$ cat config.mk
export PLATFORM = sky130hd
export DESIGN_NAME = pmem_arbiter_flat
export DESIGN_NICKNAME = d
export VERILOG_FILES = /design/src/rtl/pmem_arbiter_if.sv /design/src/rtl/pmem_arbiter.sv /design/src/flat_wrapper.sv
export SDC_FILE = /design/constraint.sdc
export NUM_CORES = 1
export LEC_CHECK = 0
export CORE_AREA = 4 4 271 273
export DETAILED_ROUTE_END_ITERATION = 10
export DIE_AREA = 0 0 275 277
export PLACE_DENSITY = 0.33
export SYNTH_ARGS = -nofsm -noshare
export SYNTH_HDL_FRONTEND = slang
export SYNTH_SLANG_ARGS = --single-unit
$ cat constraint.sdc
create_clock -name clk -period 1.9 [get_ports clk]
set_input_delay 0.285 -clock clk [delete_from_list [all_inputs] [get_ports clk]]
set_output_delay 0.285 -clock clk [all_outputs]
set_load 0.005 [all_outputs]
$ cat src/rtl/pmem_arbiter_if.sv
// Bus bundle between the cache-side requesters, the arbiter and physical memory.
// master = requesters plus memory model, slave = the arbiter.
interface pmem_arbiter_if #(
  parameter int NUM_CH = 2,
  parameter int ADDR_W = 16,
  parameter int LINE_W = 128
);
  logic [NUM_CH-1:0]        ch_read;
  logic [NUM_CH-1:0]        ch_write;
  logic [NUM_CH*ADDR_W-1:0] ch_address;
  logic [NUM_CH*LINE_W-1:0] ch_wdata;
  logic [NUM_CH-1:0]        ch_resp;
  logic [LINE_W-1:0]        ch_rdata;
  logic                     pmem_resp;
  logic [LINE_W-1:0]        pmem_rdata;
  logic                     pmem_read;
  logic                     pmem_write;
  logic [ADDR_W-1:0]        pmem_address;
  logic [LINE_W-1:0]        pmem_wdata;

  modport master (
    output ch_read, ch_write, ch_address, ch_wdata, pmem_resp, pmem_rdata,
    input  ch_resp, ch_rdata, pmem_read, pmem_write, pmem_address, pmem_wdata
  );

  modport slave (
    input  ch_read, ch_write, ch_address, ch_wdata, pmem_resp, pmem_rdata,
    output ch_resp, ch_rdata, pmem_read, pmem_write, pmem_address, pmem_wdata
  );
endinterface

$ cat src/rtl/pmem_arbiter.sv
// Shares one physical memory port among NUM_CH line requesters, one transaction at a time.
// Define PMEM_ARB_RR_EN for round-robin arbitration; otherwise fixed priority (channel 0 highest).
module pmem_arbiter #(
  parameter int NUM_CH = 2,
  parameter int ADDR_W = 16,
  parameter int LINE_W = 128
) (
  input logic            clk,
  input logic            rst_n,
  pmem_arbiter_if.slave  bus
);
  // state   | meaning
  // IDLE    | no transaction, arbitrate among pending requests
  // BUSY    | pmem_* outputs held until pmem_resp
  // RECOVER | dead cycle so the served channel can drop its request
  localparam int PTR_W = (NUM_CH > 1) ? $clog2(NUM_CH) : 1;
  localparam logic [1:0] ST_IDLE    = 2'd0;
  localparam logic [1:0] ST_BUSY    = 2'd1;
  localparam logic [1:0] ST_RECOVER = 2'd2;

  logic [1:0]        state_q, state_d;
  logic [PTR_W-1:0]  gnt_q, gnt_d;
  logic [PTR_W-1:0]  win;
  logic              rd_q, rd_d;
  logic              wr_q, wr_d;
  logic [ADDR_W-1:0] addr_q, addr_d;
  logic [LINE_W-1:0] wdata_q, wdata_d;
  logic [NUM_CH-1:0] req;
  logic [NUM_CH-1:0] resp;
  logic              any_req;

  assign req     = bus.ch_read | bus.ch_write;
  assign any_req = |req;

`ifdef PMEM_ARB_RR_EN
  logic [PTR_W-1:0] ptr_q, ptr_d;

  // Scan farthest-first so the channel closest to ptr overwrites the others.
  always_comb begin
    int idx;
    idx = 0;
    win = ptr_q;
    for (int k = NUM_CH - 1; k >= 0; k--) begin
      idx = int'(ptr_q) + k;
      if (idx >= NUM_CH) idx = idx - NUM_CH;
      if (req[idx]) win = PTR_W'(idx);
    end
  end

  always_comb begin
    ptr_d = ptr_q;
    if (state_q == ST_IDLE && any_req)
      ptr_d = (int'(win) == NUM_CH - 1) ? '0 : win + 1'b1;
  end

  always_ff @(posedge clk or negedge rst_n) begin
    if (!rst_n) ptr_q <= '0;
    else        ptr_q <= ptr_d;
  end
`else
  always_comb begin
    win = '0;
    for (int i = NUM_CH - 1; i >= 0; i--)
      if (req[i]) win = PTR_W'(i);
  end
`endif

  always_comb begin
    state_d = state_q;
    gnt_d   = gnt_q;
    rd_d    = rd_q;
    wr_d    = wr_q;
    addr_d  = addr_q;
    wdata_d = wdata_q;
    case (state_q)
      ST_IDLE: begin
        if (any_req) begin
          gnt_d   = win;
          wr_d    = bus.ch_write[win];
          rd_d    = bus.ch_read[win] & ~bus.ch_write[win];
          addr_d  = bus.ch_address[int'(win)*ADDR_W +: ADDR_W];
          wdata_d = bus.ch_wdata[int'(win)*LINE_W +: LINE_W];
          state_d = ST_BUSY;
        end
      end
      ST_BUSY: begin
        if (bus.pmem_resp) begin
          rd_d    = 1'b0;
          wr_d    = 1'b0;
          state_d = ST_RECOVER;
        end
      end
      ST_RECOVER: state_d = ST_IDLE;
      default:    state_d = ST_IDLE;
    endcase
  end

  always_ff @(posedge clk or negedge rst_n) begin
    if (!rst_n) begin
      state_q <= ST_IDLE;
      gnt_q   <= '0;
      rd_q    <= 1'b0;
      wr_q    <= 1'b0;
      addr_q  <= '0;
      wdata_q <= '0;
    end else begin
      state_q <= state_d;
      gnt_q   <= gnt_d;
      rd_q    <= rd_d;
      wr_q    <= wr_d;
      addr_q  <= addr_d;
      wdata_q <= wdata_d;
    end
  end

  always_comb begin
    resp = '0;
    for (int i = 0; i < NUM_CH; i++)
      resp[i] = (state_q == ST_BUSY) && bus.pmem_resp && (gnt_q == PTR_W'(i));
  end

  assign bus.ch_resp      = resp;
  assign bus.ch_rdata     = bus.pmem_rdata;
  assign bus.pmem_read    = rd_q;
  assign bus.pmem_write   = wr_q;
  assign bus.pmem_address = addr_q;
  assign bus.pmem_wdata   = wdata_q;
endmodule

$ cat src/flat_wrapper.sv
// flat-port wrapper written by rule: the top's interface ports become plain ports
module pmem_arbiter_flat 
#(
  parameter int NUM_CH = 2,
  parameter int ADDR_W = 16,
  parameter int LINE_W = 128
)
  (clk, rst_n, bus_ch_read, bus_ch_write, bus_ch_address, bus_ch_wdata, bus_pmem_resp, bus_pmem_rdata, bus_ch_resp, bus_ch_rdata, bus_pmem_read, bus_pmem_write, bus_pmem_address, bus_pmem_wdata);
  pmem_arbiter_if #(.NUM_CH(NUM_CH), .ADDR_W(ADDR_W), .LINE_W(LINE_W)) bus_i ();
  input logic clk;
  input logic rst_n;
  input wire logic [$bits(bus_i.ch_read)-1:0] bus_ch_read;
  input wire logic [$bits(bus_i.ch_write)-1:0] bus_ch_write;
  input wire logic [$bits(bus_i.ch_address)-1:0] bus_ch_address;
  input wire logic [$bits(bus_i.ch_wdata)-1:0] bus_ch_wdata;
  input wire logic [$bits(bus_i.pmem_resp)-1:0] bus_pmem_resp;
  input wire logic [$bits(bus_i.pmem_rdata)-1:0] bus_pmem_rdata;
  output wire logic [$bits(bus_i.ch_resp)-1:0] bus_ch_resp;
  output wire logic [$bits(bus_i.ch_rdata)-1:0] bus_ch_rdata;
  output wire logic [$bits(bus_i.pmem_read)-1:0] bus_pmem_read;
  output wire logic [$bits(bus_i.pmem_write)-1:0] bus_pmem_write;
  output wire logic [$bits(bus_i.pmem_address)-1:0] bus_pmem_address;
  output wire logic [$bits(bus_i.pmem_wdata)-1:0] bus_pmem_wdata;
  assign bus_i.ch_read = bus_ch_read;
  assign bus_i.ch_write = bus_ch_write;
  assign bus_i.ch_address = bus_ch_address;
  assign bus_i.ch_wdata = bus_ch_wdata;
  assign bus_i.pmem_resp = bus_pmem_resp;
  assign bus_i.pmem_rdata = bus_pmem_rdata;
  assign bus_ch_resp = bus_i.ch_resp;
  assign bus_ch_rdata = bus_i.ch_rdata;
  assign bus_pmem_read = bus_i.pmem_read;
  assign bus_pmem_write = bus_i.pmem_write;
  assign bus_pmem_address = bus_i.pmem_address;
  assign bus_pmem_wdata = bus_i.pmem_wdata;
  pmem_arbiter #(.NUM_CH(NUM_CH), .ADDR_W(ADDR_W), .LINE_W(LINE_W)) u_core (.clk(clk), .rst_n(rst_n), .bus(bus_i));
endmodule
==> impl_metrics.py, run 1 <==
metrics = {
    "run_status": {
        "outcome": "complete, but fails checks",
        "violations": "negative setup slack",
    },
    "floorplanning": {
        "die_height_um": 277,
        "ios": 699,
        "rows": 98,
        "design.core.area_sq_um": 71100,
        "die-area_sq_um": 76200,
        "die_x_um": 275,
        "start_util": 0.108,
    },
    "global_routing": {
        "grt_max_degree": 82,
        "gr-usage-all-layers": 0.107,
        "antenna_found_initial": 4,
        "overflow": 0,
        "grt_pass1_wl_um": 58300,
        "grt_pass1_vias": 7345,
    },
    "synth": {
        "synthTopCellsByCount": "dfrtp_1, o221a_2, or3_1",
        "synth.distinct_cells": 24,
        "synth_edf_count": 0,
        "yosysTopAreaCellShare": 0.488,
        "yosysSeqAreaShare": 0.488,
        "synth_area_leaders": "dfrtp_1, o221a_2, buf_4",
        "syn_area_sq_um": 7650,
        "syn_nets": 1074,
        "postSynthCellCount": 651,
        "synth-warning-count": 0,
        "synth_seq_cells": 149,
        "syn_avg_cell_area_sq_um": 11.7,
        "yosysTopAreaCell": "dfrtp_1",
        "async_flop_share": 1.00,
        "synth.most_common_cell": "dfrtp_1",
        "synth_ff_type": "dfrtp_1",
    },
    "critical_path": {
        "critPathMaxFanout": 81,
        "r2r-start": "u_core.state_q[0]",
        "crit_path_start_kind": "flip-flop",
        "critical_path_class": "reg -> reg",
        "rr_endpoint": "u_core.bus.pmem_wdata[122]",
        "r2r_cells": 4,
        "crit_end": "u_core.bus.pmem_wdata[122]",
        "required_ns": 2.25,
        "ff2ff_setup_slack_ns": -0.11,
        "cp_data_arrival_time_ns": 2.36,
        "startpoint": "u_core.state_q[0]",
        "crit_path_end_kind": "flip-flop",
    },
    "cts": {
        "clock-sinks": 149,
        "clockBufferDepth": 2,
        "htreeDepth": 4,
        "insertion_delay_ns": 0.47,
        "cts_buffers": 17,
        "clk_pin_slew_ns": 0.08,
        "root_buffer": "clkbuf_16",
        "cts_setup_buffers": 0,
        "cts_tree": "done",
    },
    "layout": {
        "drive_gt1_frac": 0.243,
        "finish.utilization": 0.186,
        "area_delta_synth_final_pct": 72.9,
        "regArea_sq_um": 3730,
        "filler_cell_count": 7807,
        "multi_input_area_sq_um": 2690,
        "fin_area_sq_um": 13200,
        "fin_nets": 1395,
    },
    "timing": {
        "max_clock_freq_ghz": 0.497,
        "tns_ns": -4.16,
        "skew_ns": 0.0124,
        "finalSetupViolCount": 68,
        "tightest_slew_ns": 0.490,
        "hold_slack_ns": 0.342,
        "rsz0062_at_grt": "yes",
        "hold_viol": 0,
        "post-route-worst-setup-slack_ns": -0.113,
        "timing.final.crit_period_ns": 2.01,
        "relSlewSlack": 0.673,
        "slew_viol_final": 0,
        "finalCritPeriodShare": 1.06,
    },
    "pwr": {
        "p_total_mw": 18.5,
        "p_leak_nw": 4.66,
        "power_frac_seq": 0.312,
        "power_density_nw_per_um2": 1400,
        "switchingPower_mw": 6.21,
        "p_sw_frac": 0.336,
        "cell_internal_pwr_mw": 12.3,
        "ir_worst_vdd_v": 0.000666,
        "pwr-share-clk": 0.202,
        "combPwrFrac": 0.485,
    },
    "flow_run": {
        "max-cap-violations": 0,
    },
    "placed_design": {
        "dpl.hpwl_um": 33100,
        "globalplace.congestion": 0.721,
        "io_buffers": 442,
        "post_dp_cell_area_sq_um": 12600,
    },
    "route": {
        "drtIter0Drc": 303,
        "first_pass_iters": 4,
        "detail-route-antenna-nets": 0,
        "routed_wl_um": 42300,
        "avgViaCountPerCell": 3.49,
        "wire_per_inst_um": 21.8,
        "vias": 6750,
        "drcViolationCount": 0,
    },
    "min_path": {
        "min_path_type": "in -> async",
    },
}
cells by family (layout without fill, tap and decap cells):
logic type,Yosys count,after routing,share of synthesized area
and+or+nand+nor,155,155,0.127
AOI/OAI and AO/OA,153,153,0.219
other,0,1,0
buffers and inverters,194,528,0.166
DFF,149,149,0.488
worst min path at each step:
| stage | cells after the start | from | end |
|---|---|---|---|
| 2_1_floorplan | 0 | rst_n | u_core.bus.pmem_address[0] |
| 3_3_place_gp | 1 | rst_n | u_core.bus.pmem_wdata[63] |
| 3_5_place_dp | 1 | rst_n | u_core.bus.pmem_wdata[63] |
| 4_1_cts | 2 | rst_n | u_core.bus.pmem_wdata[63] |
| 5_1_grt | 2 | rst_n | u_core.bus.pmem_wdata[63] |
| 6_report | 2 | rst_n | u_core.bus.pmem_wdata[63] |
timing repair:
item                       4_1_cts  5_1_grt
setup endpoints to repair       86      124
hold buffers                     1        0
pin swaps                        1        1
hold endpoints to repair        28        0
resized for setup               21        8
layer usage:
layer,routed length [um],global-route usage
met5,34,0
met4,1200,0.0416
met3,4460,0.0471
met2,20400,0.180
met1,16200,0.120
worst max-delay path, stage by stage, from the launching register on:
cell and delay, ns:
dfrtp_2 0.45, or4_4 0.59, buf_12 0.19, or3_1 0.40, o221a_2 0.13
placed cells by master (no fill, tap or decap), drive strengths merged, types with 3 or more instances in the layout:
cell type / instances
buf: 52
bufinv: 3
clkbuf: 17
clkdlybuf4s50: 429
clkinv: 7
dfrtp: 149
dlygate4sd2: 10
inv: 7
nor2: 5
o21ai: 3
o221a: 144
or3: 144
sequential cells by signal, indices dropped and copies added, names as in the netlist:
signal	cells
u_core.bus.pmem_address	16
u_core.bus.pmem_read	1
u_core.bus.pmem_wdata	128
u_core.state_q	2
u_core.bus.pmem_write	1
u_core.gnt_q	1
power groups by stage:
stage,registers (mW),logic (mW),clock network (mW)
after floorplan,5.70,3.45,0
after global placement,5.84,9.34,0
after detailed placement,5.84,9.35,0
after CTS,5.79,9.30,3.94
after global routing,5.97,9.69,4.03
final,5.77,8.96,3.73
per-stage QoR:
step | instances | worst slack, ns
CTS | 1935 | -0.0531
detailed placement | 1902 | -0.300
finish | 1936 | -0.113
floorplan | 651 | 0.0671
global route | 1935 | -0.102
global placement | 1902 | -0.291
layout make-up:
cell class                 instances  area share
sequential                       149       0.282
antenna                            1    0.000189
multi-input combinational        308       0.204
clock buffer                      17      0.0322
tap                              950      0.0899
inverter                           4     0.00114
timing repair buffer             492       0.377
clock inverter                    15      0.0136
Note: power is estimated with default switching activity, not from simulation.
==> run 2: changes to the inputs <==
==> constraint.sdc (replaced) <==
create_clock -name clk -period 1.9 [get_ports clk]
set_input_delay 0.19 -clock clk [delete_from_list [all_inputs] [get_ports clk]]
set_output_delay 0.19 -clock clk [all_outputs]
set_load 0.005 [all_outputs]
==> run 2 against run 1 <==
  * The run still ends with negative setup slack left
  * Sequential share of layout area shrank 0.054 points
  * Die area is the same
  * Register-to-register slack gained 0.06 ns
  * Critical path type unchanged
  * Clock skew is essentially flat
==> impl_metrics.py, run 2 (synthesis results as in run 1) <==
metrics = {
    "cts": {
        "clockBufferDepth": 2,
        "root_buffer": "clkbuf_16",
        "cts_tree": "done",
        "cts_setup_buffers": 0,
        "htreeDepth": 4,
        "cts_buffers": 17,
        "clock-sinks": 149,
        "insertion_delay_ns": 0.47,
        "clk_pin_slew_ns": 0.07,
    },
    "pwr": {
        "p_total_mw": 18.6,
        "p_leak_nw": 4.66,
        "power_density_nw_per_um2": 1400,
        "ir_worst_vdd_v": 0.000528,
    },
    "timing": {
        "tightest_slew_ns": 0.702,
        "finalCritPeriodShare": 1.03,
        "timing.final.crit_period_ns": 1.95,
        "hold_slack_ns": 0.201,
        "slew_viol_final": 0,
        "finalSetupViolCount": 34,
        "relSlewSlack": 0.532,
        "post-route-worst-setup-slack_ns": -0.0491,
        "tns_ns": -0.677,
        "max_clock_freq_ghz": 0.513,
        "skew_ns": 0.0124,
        "rsz0062_at_grt": "yes",
        "hold_viol": 0,
    },
    "route": {
        "routed_wl_um": 42200,
        "first_pass_iters": 5,
        "avgViaCountPerCell": 3.50,
        "drcViolationCount": 0,
        "wire_per_inst_um": 21.8,
        "vias": 6774,
        "detail-route-antenna-nets": 0,
        "drtIter0Drc": 267,
    },
    "layout": {
        "fin_area_sq_um": 13200,
        "finalNonFillerCells": 1936,
        "area_delta_synth_final_pct": 73.1,
        "largest_reg_flops": 128,
        "final_cell_mix": "clkdlybuf4s50_1, dfrtp_1, o221a_2",
        "finish.utilization": 0.186,
        "fin_nets": 1395,
        "final_common_cell": "clkdlybuf4s50_1",
        "drive_gt1_frac": 0.238,
    },
    "placed_design": {
        "io_buffers": 442,
        "globalplace.congestion": 0.711,
        "dpl.hpwl_um": 33400,
        "dp_cells": 1902,
        "post_dp_cell_area_sq_um": 12600,
        "dp_slack_ns": -0.218,
    },
    "global_routing": {
        "grt_pass1_vias": 7410,
        "grt_pass1_wl_um": 58400,
        "gr-usage-all-layers": 0.108,
        "grt_max_degree": 82,
        "antenna_found_initial": 3,
        "overflow": 0,
    },
    "critical_path": {
        "crit_path_start_kind": "flip-flop",
        "cp_data_arrival_time_ns": 2.30,
        "critical_path_class": "reg -> reg",
        "critPathMaxFanout": 81,
        "crit_path_end_kind": "flip-flop",
        "required_ns": 2.25,
    },
    "floorplanning": {
        "die-area_sq_um": 76200,
        "ios": 699,
        "start_util": 0.108,
        "die_height_um": 277,
        "design.core.area_sq_um": 71100,
        "rows": 98,
        "die_x_um": 275,
    },
    "min_path": {
        "min_path_type": "in -> async",
    },
    "flow_run": {
        "max-cap-violations": 0,
    },
    "run_status": {
        "outcome": "complete, but fails checks",
        "violations": "negative setup slack",
    },
}
## run 2: cell types whose count changed in the layout (fill, tap and decap cells not counted), moves of 4 or more
cell,previous run,this run
dlygate4sd2_1,10,5
buf_4,34,30
buf_12,15,19
clkdlybuf4s50_1,429,433
clkinv_2,4,0
clkinvlp_4,2,7
## run 2: metal layers
metal / global-route usage / vias up / routed length, um
li1: - / 3036 / -
met1: 0.115 / 3269 / 15600
met2: 0.185 / 375 / 21000
met3: 0.0507 / 90 / 4470
met4: 0.0395 / 4 / 1190
met5: 0 / - / 27
## run 2: worst paths after layout
kind	slack [ns]	from	endpoint	cells after the start
max	-0.05	u_core.state_q[0]	u_core.bus.pmem_wdata[78]	4
min	0.20	rst_n	u_core.bus.pmem_wdata[84]	2
max reg2reg	-0.05	u_core.state_q[0]	u_core.bus.pmem_wdata[78]	4
min reg2reg	0.54	u_core.gnt_q	u_core.gnt_q	2
max in group asynchronous	1.06	rst_n	u_core.bus.pmem_wdata[100]	3
min in group clk	0.37	bus_pmem_resp	u_core.state_q[0]	2
## run 2: worst max-delay path: stages (launching register included)
cell and delay [ns]:
dfrtp_1 0.40, or4_4 0.58, buf_12 0.20, or3_4 0.40, o221a_2 0.13
## run 2: layout make-up
type | count | area [sq um]
fill | 7831 | 57900
antenna | 1 | 2.50
multi-input combinational | 308 | 2680
inverter | 4 | 15.0
tap | 950 | 1190
clock inverter | 15 | 168
sequential | 149 | 3730
timing repair buffer | 492 | 5030
clock buffer | 17 | 425
## run 2: where the power goes
group	total [mW]	switching (mW)	internal, mW
Combinational	9.17	3.58	5.58
Clock	3.66	1.70	1.96
Sequential	5.76	1.02	4.74
Total	18.6	6.30	12.3
## run 2: timing repair
item	CTS	global route
hold buffers	1	0
setup endpoints to repair	8	41
pin swaps	0	0
resized for setup	7	6
hold endpoints to repair	110	0
